$ cat src/rtl/alu_seq_pkg.sv
// Shared op encodings and FSM state type for the sequential signed ALU.
package alu_seq_pkg;

  localparam logic [1:0] OP_ADD = 2'd0;
  localparam logic [1:0] OP_SUB = 2'd1;
  localparam logic [1:0] OP_MUL = 2'd2;
  localparam logic [1:0] OP_DIV = 2'd3;

  typedef enum logic [1:0] {
    IDLE = 2'd0,
    BUSY = 2'd1,
    DONE = 2'd2
  } state_t;

endpackage

$ cat src/rtl/alu_seq_divider.sv
// Iterative restoring divider on unsigned magnitudes, one quotient bit per cycle.
// done is combinational on the final iteration; quotient/remainder are valid while done is high.
module alu_seq_divider #(
  parameter int unsigned WIDTH = 8
) (
  input  logic             clk,
  input  logic             rst_n,
  input  logic             start,
  input  logic [WIDTH-1:0] dividend,
  input  logic [WIDTH-1:0] divisor,
  output logic             done,
  output logic [WIDTH-1:0] quotient,
  output logic [WIDTH-1:0] remainder
);

  localparam int unsigned CW = $clog2(WIDTH + 1);

  logic [WIDTH-1:0] q, r, d;
  logic [WIDTH-1:0] q_next, r_next;
  logic [WIDTH:0]   r_shift, diff;
  logic [CW-1:0]    cnt;
  logic             busy;

  // Partial remainder stays below d, so WIDTH+1 bits hold the shifted value and its sign.
  always_comb begin
    r_shift = {r, q[WIDTH-1]};
    diff    = r_shift - {1'b0, d};
    if (!diff[WIDTH]) begin
      r_next = diff[WIDTH-1:0];
      q_next = {q[WIDTH-2:0], 1'b1};
    end else begin
      r_next = r_shift[WIDTH-1:0];
      q_next = {q[WIDTH-2:0], 1'b0};
    end
  end

  assign done      = busy && (cnt == CW'(1));
  assign quotient  = q_next;
  assign remainder = r_next;

  always_ff @(posedge clk or negedge rst_n) begin
    if (!rst_n) begin
      q    <= '0;
      r    <= '0;
      d    <= '0;
      cnt  <= '0;
      busy <= 1'b0;
    end else if (start) begin
      q    <= dividend;
      r    <= '0;
      d    <= divisor;
      cnt  <= CW'(WIDTH);
      busy <= 1'b1;
    end else if (busy) begin
      q   <= q_next;
      r   <= r_next;
      cnt <= cnt - CW'(1);
      if (cnt == CW'(1))
        busy <= 1'b0;
    end
  end

endmodule

$ cat src/rtl/alu_seq.sv
// Multi-cycle signed ALU (add/sub/mul/div) with valid/ready request and response channels.
// Define ALU_SEQ_DIV_EN to build the divider; otherwise op=3 returns result 0 with err set.
module alu_seq
  import alu_seq_pkg::*;
#(
  parameter int unsigned WIDTH = 8
) (
  input  logic                      clk,
  input  logic                      rst_n,
  input  logic                      in_valid,
  output logic                      in_ready,
  input  logic signed [WIDTH-1:0]   A,
  input  logic signed [WIDTH-1:0]   B,
  input  logic [1:0]                op,
  output logic                      out_valid,
  input  logic                      out_ready,
  output logic signed [2*WIDTH-1:0] result,
  output logic                      err
);

  localparam int unsigned CW = $clog2(WIDTH + 1);

  state_t             state, state_next;
  logic [1:0]         op_reg;
  logic               a_neg, b_neg;
  logic [WIDTH-1:0]   a_mag, b_mag, mplier;
  logic [2*WIDTH-1:0] a_ext, b_ext;
  logic [2*WIDTH-1:0] acc, mcand, acc_next, mul_res;
  logic [CW-1:0]      cnt;
  logic               accept, last_iter;

  assign accept    = in_valid && (state == IDLE);
  assign last_iter = (cnt == CW'(1));
  assign a_ext     = {{WIDTH{A[WIDTH-1]}}, A};
  assign b_ext     = {{WIDTH{B[WIDTH-1]}}, B};
  // Magnitude of -2^(W-1) is 2^(W-1), which still fits unsigned in WIDTH bits.
  assign a_mag     = A[WIDTH-1] ? ('0 - A) : A;
  assign b_mag     = B[WIDTH-1] ? ('0 - B) : B;
  assign acc_next  = mplier[0] ? (acc + mcand) : acc;
  assign mul_res   = (a_neg ^ b_neg) ? ('0 - acc_next) : acc_next;

`ifdef ALU_SEQ_DIV_EN
  logic             div_start, div_done;
  logic [WIDTH-1:0] div_quo, div_rem, quo_s, rem_s;

  assign div_start = accept && (op == OP_DIV) && (B != '0);
  assign quo_s     = (a_neg ^ b_neg) ? ('0 - div_quo) : div_quo;
  assign rem_s     = a_neg ? ('0 - div_rem) : div_rem;

  alu_seq_divider #(.WIDTH(WIDTH)) u_divider (
    .clk       (clk),
    .rst_n     (rst_n),
    .start     (div_start),
    .dividend  (a_mag),
    .divisor   (b_mag),
    .done      (div_done),
    .quotient  (div_quo),
    .remainder (div_rem)
  );
`endif

  always_ff @(posedge clk or negedge rst_n) begin
    if (!rst_n) state <= IDLE;
    else        state <= state_next;
  end

  always_comb begin
    state_next = state;
    in_ready   = 1'b0;
    out_valid  = 1'b0;
    unique case (state)
      IDLE: begin
        in_ready = 1'b1;
        if (in_valid) begin
          unique case (op)
            OP_ADD, OP_SUB: state_next = DONE;
            OP_MUL:         state_next = BUSY;
`ifdef ALU_SEQ_DIV_EN
            OP_DIV:         state_next = (B == '0) ? DONE : BUSY;
`else
            OP_DIV:         state_next = DONE;
`endif
          endcase
        end
      end
      BUSY: begin
`ifdef ALU_SEQ_DIV_EN
        if ((op_reg == OP_DIV) ? div_done : last_iter)
          state_next = DONE;
`else
        if (last_iter)
          state_next = DONE;
`endif
      end
      DONE: begin
        out_valid = 1'b1;
        if (out_ready)
          state_next = IDLE;
      end
      default: state_next = IDLE;
    endcase
  end

  always_ff @(posedge clk or negedge rst_n) begin
    if (!rst_n) begin
      op_reg <= OP_ADD;
      a_neg  <= 1'b0;
      b_neg  <= 1'b0;
      acc    <= '0;
      mcand  <= '0;
      mplier <= '0;
      cnt    <= '0;
      result <= '0;
      err    <= 1'b0;
    end else begin
      unique case (state)
        IDLE: begin
          if (accept) begin
            op_reg <= op;
            a_neg  <= A[WIDTH-1];
            b_neg  <= B[WIDTH-1];
            err    <= 1'b0;
            unique case (op)
              OP_ADD: result <= a_ext + b_ext;
              OP_SUB: result <= a_ext - b_ext;
              OP_MUL: begin
                acc    <= '0;
                mcand  <= {{WIDTH{1'b0}}, a_mag};
                mplier <= b_mag;
                cnt    <= CW'(WIDTH);
              end
              OP_DIV: begin
`ifdef ALU_SEQ_DIV_EN
                if (B == '0) begin
                  result <= {A, {WIDTH{1'b1}}};
                  err    <= 1'b1;
                end else begin
                  cnt <= CW'(WIDTH);
                end
`else
                result <= '0;
                err    <= 1'b1;
`endif
              end
            endcase
          end
        end
        BUSY: begin
          cnt <= cnt - CW'(1);
          if (op_reg == OP_MUL) begin
            acc    <= acc_next;
            mcand  <= {mcand[2*WIDTH-2:0], 1'b0};
            mplier <= {1'b0, mplier[WIDTH-1:1]};
            if (last_iter)
              result <= mul_res;
          end
`ifdef ALU_SEQ_DIV_EN
          if (op_reg == OP_DIV && div_done)
            result <= {rem_s, quo_s};
`endif
        end
        default: ;
      endcase
    end
  end

endmodule

$ cat config.mk
export PLATFORM = sky130hd
export DESIGN_NAME = alu_seq
export DESIGN_NICKNAME = d
export VERILOG_FILES = /design/src/rtl/alu_seq_pkg.sv /design/src/rtl/alu_seq_divider.sv /design/src/rtl/alu_seq.sv
export SDC_FILE = /design/constraint.sdc
export NUM_CORES = 1
export LEC_CHECK = 0
export BUFFER_PORTS_ARGS = -buffer_cell sky130_fd_sc_hd__buf_2
export CORE_UTILIZATION = 42
export CTS_CLUSTER_SIZE = 24
export DETAILED_ROUTE_END_ITERATION = 6
export GPL_TIMING_DRIVEN = 0
export PLACE_DENSITY = 0.64
export SLEW_MARGIN = 20
export SYNTH_ARGS = -nofsm -noshare
export SYNTH_HDL_FRONTEND = slang
export SYNTH_SLANG_ARGS = --single-unit
export TNS_END_PERCENT = 10
$ cat constraint.sdc
create_clock -name clk -period 9.6 [get_ports clk]
set_input_delay 1.92 -clock clk [delete_from_list [all_inputs] [get_ports clk]]
set_output_delay 1.92 -clock clk [all_outputs]
set_load 0.03 [all_outputs]
==> results.yml <==
outcome:
  status: "completed"
critical_path:
  worst_setup_path_start_kind: "primary input"
  end_kind: "flop"
  crit_required_ps: 9830
  critPathMaxFanout: 10
  cp.arrival_ps: 5220
  worstSetupPathType: "primary input to flop"
finish:
  drive_above_1_share_pct: 15.7
  diodes: 0
  reg.largest.list: "acc: 16 flops, mcand: 16 flops, result: 16 flops"
  synthToLayoutAreaGrowth_pct: 14.4
  fin_nets: 664
  post-route-cell-area_mm2: 0.00565
  layout_commonest_cell: "nand2_1"
  layout.cells.most_common_list: "nand2_1, dfrtp_1, o21ai_0"
route:
  post_drt_wl_per_cell_um: 17.3
  drt-total-wl_um: 13100
  vias: 4414
  viasPerCell: 5.82
  ant_nets: 0
  drt-pass1-iter-count: 4
  drtIter0Drc: 288
  drc_errors: 0
clock_tree:
  cts.path.max_buffers: 2
  ctsHoldBuffers: 0
  worstSkewPairLatency_ps: 350
  clk_pin_slew_ps: 60
  cts_root_buffer: "clkbuf_16"
  cts_resized: 0
  cts_setup_buffers: 0
  cts_tree: "built"
  clock_sinks: 67
  htree_levels: 3
  cts_buffers: 9
placement:
  dp_hpwl_um: 10200
  numPortBuffers: 39
  post_dp_cell_area_mm2: 0.00534
  place.gp.congestion: 0.884
  post-place-ws_ps: 4260
timing:
  hold_viol: 0
  hold_ws_ps: 478
  maxSlewViolCount: 0
  grt_setup_unrepaired: "false"
  fmax_mhz: 200
  min_period_over_period_pct: 52.0
  setup-violations-final: 0
  setup-tns-final_ps: 0
  max-slew-margin-rel_pct: 33.8
  worstMarginPinSlew_ps: 991
  layout_setup_ws_ps: 4610
  clock-skew-final_ps: 8.12
  finalCriticalPeriod_ps: 4990
global_routing:
  gr-total-overflow: 0
  grt_pass1_vias: 4458
  track_usage_pct: 22.5
  grt_max_degree: 47
  antenna_found_initial: 0
  grt_pass1_wl_um: 21900
synth:
  syn_inst: 560
  synth_ff_type: "dfrtp_1"
  ys_seq_area_share_pct: 34.0
  synth_area_per_cell_um2: 8.81
  synth_edf_count: 0
  ys_ff_latch: 67
  yosysWarnings: 0
  synth.distinct_cells: 78
  synthesis.area_mm2: 0.00494
  synth_fp_nets: 613
  async_flop_share_pct: 100
die:
  io_pins: 41
  dieWidth_um: 110
  rows: 39
  core_mm2: 0.0114
  floorplan.initialDensity_pct: 43.2
  fp.dieH_um: 110
  die_area_mm2: 0.0122
pwr:
  power.leakage_nw: 2.56
  irDropWorstVdd_mv: 0.181
  total_power_mw: 1.77
  powerDensity_mw_per_mm2: 314
worst_hold_path:
  min_path_type: "flop to flop"
job:
  max_cap_viol_count: 0
[Yosys cell counts (9+ instances only)]
cell	instances	area share [%]
o21ai_0	52	5.3
nand2_1	68	5.2
nor2b_1	9	1.1
mux2i_1	9	1.8
inv_1	14	1.1
a22o_1	12	2.1
xor2_1	22	3.9
nor2_1	50	3.8
a21oi_1	40	4.1
clkbuf_1	14	1.1
xnor2_1	20	3.5
nand2b_1	10	1.3
dfrtp_1	67	34
ha_1	29	7.4
[layout make-up]
| cell class | count | area [um^2] |
|---|---|---|
| Inverter | 14 | 52.6 |
| Multi-Input combinational cell | 455 | 3080 |
| Tap cell | 143 | 179 |
| Timing Repair Buffer | 40 | 225 |
| Fill cell | 1106 | 5770 |
| Sequential cell | 67 | 1680 |
| Clock buffer | 9 | 225 |
| Clock inverter | 7 | 83.8 |
| Buffer | 24 | 129 |
[logic make-up after synthesis]
kind of cell / after synthesis / synth area share, %
adders and majority gates: 31 / 8.16
muxes: 15 / 3.19
buffers and inverters: 38 / 3.68
and+or+nand+nor: 187 / 18.5
AOI/OAI and AO/OA: 179 / 24.7
xor gates and xnor gates: 43 / 7.78
DFF: 67 / 34.0
[routing by layer]
metal | global-route usage (%) | share of wire, % | vias to the layer above
met3 | 3.68 | 4.4 | 30
li1 | - | - | 2129
met5 | 0 | 0 | -
met1 | 27.5 | 45 | 2138
met4 | 11.2 | 3.3 | 0
met2 | 38.2 | 48 | 117
[metrics by stage]
step,std cells,utilization (%)
2_1_floorplan,560,-
3_3_place_gp,742,46.5
3_5_place_dp,743,46.8
4_1_cts,759,49.5
5_1_grt,759,49.5
6_report,759,49.5
[where the power goes]
group	internal, mW	switching, mW
Clock	0.206	0.144
Sequential	0.380	0.0764
Combinational	0.361	0.607
Total	0.947	0.827
[critical path: stages]
cell	delay [ps]
buf_2	130
inv_1	130
ha_1	220
or3b_1	410
or3_4	360
nand2_1	90
xor2_1	70
ha_1	200
or3_1	360
a311o_1	290
o211ai_1	130
xnor2_1	180
a21oi_4	320
o21ai_0	100
or3_1	310
[path summary, 6_finish.rpt]
kind	start	endpoint	slack, ps	cells past startpoint
worst min-delay path	cnt[3]$_DFFE_PN0P_	cnt[3]$_DFFE_PN0P_	480	1
worst max register to register	acc[0]$_DFFE_PN0P_	result[14]$_DFFE_PN0P_	5860	11
worst min register to register	cnt[3]$_DFFE_PN0P_	cnt[3]$_DFFE_PN0P_	480	1
min in group asynchronous	rst_n	mcand[8]$_DFFE_PN0P_	1460	1
worst max-delay path	B[0]	result[14]$_DFFE_PN0P_	4610	15
max in group asynchronous	rst_n	mplier[7]$_DFFE_PN0P_	7600	2
Power figures use the tool's default switching activity.
